<file path="src/rtl/max_pkg.sv">
// Shared definitions for the streaming maximum reducer: FSM state encoding
// and the helper that yields the beat-counter saturation value.
package max_pkg;

  typedef enum logic {
    ST_ACCUM = 1'b0,
    ST_HOLD  = 1'b1
  } state_t;

  // All-ones value of a w-bit counter (w in 1..32); the wrap at w=32 is intentional.
  function automatic logic [31:0] cnt_sat(input int unsigned w);
    cnt_sat = (32'd1 << w) - 32'd1;
  endfunction

endpackage

</file>
<file path="src/rtl/max_cmp.sv">
// Combinational strict greater-than compare of a against b, signed or
// unsigned according to SIGNED.
module max_cmp #(
  parameter int WIDTH  = 16,
  parameter bit SIGNED = 1'b0
) (
  input  logic [WIDTH-1:0] a,
  input  logic [WIDTH-1:0] b,
  output logic             gt
);

  if (SIGNED) begin : g_signed
    assign gt = $signed(a) > $signed(b);
  end else begin : g_unsigned
    assign gt = a > b;
  end

endmodule

</file>
<file path="src/rtl/stream_max_reduce.sv">
// Streaming maximum reducer: accumulates the peak of each valid/ready input
// frame and presents it, with the beat count, on a valid/ready output.
// Optional feature macro: ARGMAX_EN adds the out_idx port carrying the
// 0-based beat index of the maximum (saturating like the beat counter).
module stream_max_reduce
  import max_pkg::*;
#(
  parameter int WIDTH  = 16,
  parameter int CNT_W  = 8,
  parameter bit SIGNED = 1'b0
) (
  input  logic             clk,
  input  logic             rst_n,
  input  logic             in_valid,
  output logic             in_ready,
  input  logic [WIDTH-1:0] in_data,
  input  logic             in_last,
  output logic             out_valid,
  input  logic             out_ready,
  output logic [WIDTH-1:0] out_max,
  output logic [CNT_W-1:0] out_count
`ifdef ARGMAX_EN
  , output logic [CNT_W-1:0] out_idx
`endif
);

  localparam logic [CNT_W-1:0] CNT_MAX = CNT_W'(cnt_sat(CNT_W));

  state_t           state_r;
  state_t           state_next_s;
  logic [WIDTH-1:0] max_r;
  logic [CNT_W-1:0] cnt_r;
  logic             beat_s;
  logic             hs_s;
  logic             gt_s;
  logic             take_s;
`ifdef ARGMAX_EN
  logic [CNT_W-1:0] idx_r;
`endif

  // Handshake decodes come straight from the state register, so no input
  // ever reaches an output combinationally.
  assign in_ready  = (state_r == ST_ACCUM);
  assign out_valid = (state_r == ST_HOLD);
  assign out_max   = max_r;
  assign out_count = cnt_r;
`ifdef ARGMAX_EN
  assign out_idx   = idx_r;
`endif

  max_cmp #(
    .WIDTH  (WIDTH),
    .SIGNED (SIGNED)
  ) u_cmp (
    .a  (in_data),
    .b  (max_r),
    .gt (gt_s)
  );

  // Beat acceptance, result handshake, and whether the incoming beat wins.
  always_comb begin
    beat_s = 1'b0;
    hs_s   = 1'b0;
    take_s = 1'b0;
    beat_s = in_valid & (state_r == ST_ACCUM);
    hs_s   = out_ready & (state_r == ST_HOLD);
    // An empty accumulator (no beats yet) loads the first sample unconditionally.
    take_s = (cnt_r == {CNT_W{1'b0}}) | gt_s;
  end

  // State register.
  always_ff @(posedge clk or negedge rst_n) begin
    if (!rst_n) begin
      state_r <= ST_ACCUM;
    end else begin
      state_r <= state_next_s;
    end
  end

  // Next-state logic: close the frame on its last beat, reopen on result handshake.
  always_comb begin
    state_next_s = state_r;
    case (state_r)
      ST_ACCUM: begin
        if (beat_s && in_last) begin
          state_next_s = ST_HOLD;
        end else begin
          state_next_s = ST_ACCUM;
        end
      end
      ST_HOLD: begin
        if (hs_s) begin
          state_next_s = ST_ACCUM;
        end else begin
          state_next_s = ST_HOLD;
        end
      end
      default: state_next_s = ST_ACCUM;
    endcase
  end

  // Running max, saturating beat count and (optionally) argmax index.
  always_ff @(posedge clk or negedge rst_n) begin
    if (!rst_n) begin
      max_r <= {WIDTH{1'b0}};
      cnt_r <= {CNT_W{1'b0}};
`ifdef ARGMAX_EN
      idx_r <= {CNT_W{1'b0}};
`endif
    end else if (hs_s) begin
      max_r <= {WIDTH{1'b0}};
      cnt_r <= {CNT_W{1'b0}};
`ifdef ARGMAX_EN
      idx_r <= {CNT_W{1'b0}};
`endif
    end else if (beat_s) begin
      if (take_s) begin
        max_r <= in_data;
`ifdef ARGMAX_EN
        // The pre-increment count is this beat's index, already clamped at saturation.
        idx_r <= cnt_r;
`endif
      end
      if (cnt_r != CNT_MAX) begin
        cnt_r <= cnt_r + {{(CNT_W-1){1'b0}}, 1'b1};
      end
    end
  end

endmodule

</file>
<file path="config.mk">
export PLATFORM = sky130hd
export DESIGN_NAME = stream_max_reduce
export DESIGN_NICKNAME = d
export VERILOG_FILES = /design/src/rtl/max_pkg.sv /design/src/rtl/max_cmp.sv /design/src/rtl/stream_max_reduce.sv
export SDC_FILE = /design/constraint.sdc
export NUM_CORES = 1
export LEC_CHECK = 0
export BUFFER_PORTS_ARGS = -buffer_cell sky130_fd_sc_hd__buf_2
export CAP_MARGIN = 20
export CELL_PAD_IN_SITES_DETAIL_PLACEMENT = 0
export CELL_PAD_IN_SITES_GLOBAL_PLACEMENT = 1
export CORE_MARGIN = 2
export CORE_UTILIZATION = 25
export DETAILED_ROUTE_END_ITERATION = 12
export GPL_ROUTABILITY_DRIVEN = 1
export PLACE_DENSITY = 0.59
export REMOVE_ABC_BUFFERS = 1
export SYNTH_ARGS = -nofsm -noshare
export SYNTH_HDL_FRONTEND = slang
export SYNTH_SLANG_ARGS = --single-unit
</file>
<file path="constraint.sdc">
create_clock -name clk -period 2.4 [get_ports clk]
set_input_delay 0.24 -clock clk [delete_from_list [all_inputs] [get_ports clk]]
set_output_delay 0.24 -clock clk [all_outputs]
set_load 0.005 [all_outputs]
</file>
==> out/summary.txt <==
outcome: finished clean
Post-synth EDFFs: 0
Reg area: 626 sq um
RSZ-0062 raised after global routing: false
top cell type's share of synthesized area: 40.7%
# diodes: 0
port bufs: 46
ys async rst share: 100%
Nets: 233
HP Class: in -> reg
total gr overflow: 0
Yosys top cell by area: dfrtp_1
cell area power density: 980 nW/um^2
Post-Syn Instances: 143
Cell Count Post-Placement: 262
fin cells: 268
WP depth: 8
Fin. Hold Viols: 0
Tcrit/Tclk final: 91.9%
Clock Latency Late Sink: 0.27 ns
CTS tree: built
Critical Path Fanout Max: 16
Yosys reg bits: 25
post-synthesis cell type count: 35
Cell Rows: 28
pre-CTS setup slack: -0.00531 ns
Routed WL per cell: 13.1 um
H-tree Lvls: 1
Core Util, Final: 32.4%
ANT nets after route: 0
delay-heaviest family, CP: compound AO/OA/AOI/OAI gates
CTS Sinks: 25
Initial Util: 25.9%
via-per-instance ratio: 4.63
GRT Total Usage: 11.4%
Core ar.: 5920 sq um
M1 GR Usage: 15.1%
endpoints failing setup: 0
Hold Path Stages: 3
Die Wd: 82.4 um
first-pass GRT wire length: 5.97 mm
clock buffer depth: 2
largest net degree at the start of global routing: 26
hpwl dp: 2.74 mm
Synth Cell Area: 1540 sq um
leakage power: 0.957 nW
MaxCap Viol Count: 0
Worst setup EP type: flip-flop
vias in the first global route: 1,260
1st-iter DRT viols: 39
Vias: 1,240
mean post-synth cell area: 10.7 sq um
Slowest cell on crit path: dfrtp_1
sequential area share after synthesis: 40.7%
total power: 1.88 mW
WHS: 0.197 ns
initial antenna violation count: 0
Yosys Warn Count: 0
area of the multi-input gates: 808 sq um
synth top area cells: dfrtp_1 (41%), ha_1 (15%), a22o_1 (6.8%)
global-route track usage on met3: 3.37%
final worst path period need: 2.20 ns
grt peak-use layer: met2
Area growth, synth to finish: 24.9%
CP Launch Type: flip-flop
Worst Path Required: 2.57 ns
# fillers: 621
Post-Route WL: 3.51 mm
main flop type after synthesis: dfrtp_1
clk root buf: clkbuf_8
met2 GRT Util: 18.8%
drt pass-1 iters: 4
max-slew violation count: 0
routability congestion estimate: 0.681
Worst-path clk slew: 0.09 ns
CTS Buf Count: 3
peak per-stage delay on the critical path: 0.39 ns
Setup CP Type: reg -> reg
post-cts sizing count: 0
worst vdd ir: 0.000329 V
clock skew: 0.00184 ns
share of cells above drive strength 1: 33.7%
WP data arrival: 2.37 ns
die area: 6780 sq um
final worst slack: 0.195 ns
Worst R2R Path Depth: 8
Ports: 47
Fmax: 0.454 GHz
Slew HR: 62.0%
detailed-route DRC error count: 0
worst-margin pin slew: 0.570 ns
CP bufs+invs: 2
cell chain of the critical path: inv_1, ha_1, nand4_1, nor4_2, a21boi_2, o32ai_4, buf_12, a22o_2
Die Y: 82.4 um
-- layout make-up --
class / instances / share of cell area [%]
timing repair buffer: 49 / 14.0
inverter: 20 / 3.92
clock inverter: 1 / 0.261
clock buffer: 3 / 2.15
tap: 75 / 4.90
multi-input combinational: 95 / 42.2
sequential: 25 / 32.6
-- registers in the layout, summed over array words and instances (netlist names) --
name,cells
out_max,16
out_count,8
out_valid,1
-- cell usage in the layout, fill, tap and decap left out, types with 2 or more instances in the layout --
cell type | netlist | final
dfrtp_1 | 25 | 25
or3_1 | 2 | 2
inv_1 | 20 | 20
xor2_1 | 4 | 4
nand4_1 | 8 | 8
a22o_2 | 4 | 4
o211ai_1 | 3 | 3
a21oi_1 | 6 | 6
nand2_1 | 8 | 8
a22o_1 | 12 | 12
nor2_1 | 4 | 4
ha_1 | 18 | 18
buf_2 | 0 | 46
a21oi_2 | 2 | 2
clkbuf_8 | 0 | 3
nand3_1 | 4 | 4
o31ai_1 | 2 | 2
-- per-layer routing --
| layer | wire, um | up-vias |
|---|---|---|
| li1 | - | 626 |
| met1 | 1670 | 570 |
| met2 | 1590 | 42 |
| met3 | 244 | 2 |
| met4 | 9 | 0 |
| met5 | 0 | - |
-- power breakdown --
| part | switching [mW] | total, mW | internal [mW] |
|---|---|---|---|
| registers | 0.135 | 0.705 | 0.570 |
| clock network | 0.137 | 0.254 | 0.116 |
| logic | 0.456 | 0.920 | 0.464 |
| total | 0.728 | 1.88 | 1.15 |
-- worst min-delay path, delay by kind of cell --
| family | cells | cell delay [ns] |
|---|---|---|
| compound gates | 1 | 0.05 |
| buf+inv | 2 | 0.14 |
-- repair_timing --
action / CTS / global route
setup endpoints to repair: 3 / 16
endpoints found under the hold margin: 25 / 0
pin swaps: 1 / 1
buffers inserted: 0 / 1
hold buffers: 1 / 0
-- logic make-up (layout without fill, tap and decap cells) --
family | after synthesis | after routing | synth area share (%)
compound gates | 38 | 38 | 22.4
flops | 25 | 25 | 40.7
mux | 1 | 1 | 0.652
xor+xnor | 4 | 4 | 2.28
fa+ha+maj | 18 | 18 | 14.7
simple gates | 34 | 34 | 12.6
buf+inv | 23 | 73 | 6.60
-- Yosys cell counts (3+ instances only) --
| library cell | instances |
|---|---|
| xor2_1 | 4 |
| nor2_1 | 4 |
| inv_1 | 20 |
| ha_1 | 18 |
| dfrtp_1 | 25 |
| nand3_1 | 4 |
| o211ai_1 | 3 |
| a22o_2 | 4 |
| nand4_1 | 8 |
| nand2_1 | 8 |
| a22o_1 | 12 |
| a21oi_1 | 6 |
-- through the flow --
step                setup TNS, ns  cell area [sq um]
detailed placement       -0.00932               1840
global route                    0               1920
global placement                0               1840
floorplan                       0               1510
CTS                             0               1900
finish                          0               1920
-- worst paths after layout --
path	from	end	slack [ns]
worst min-delay path	in_last	out_valid	0.20
min in group asynchronous	rst_n	out_max[6]	0.49
max in group asynchronous	rst_n	out_count[4]	1.53
worst max register to register	out_max[13]	out_max[0]	0.20
worst min register to register	out_max[11]	out_max[11]	0.53
worst max-delay path	out_max[13]	out_max[0]	0.20
Power figures use the tool's default switching activity.
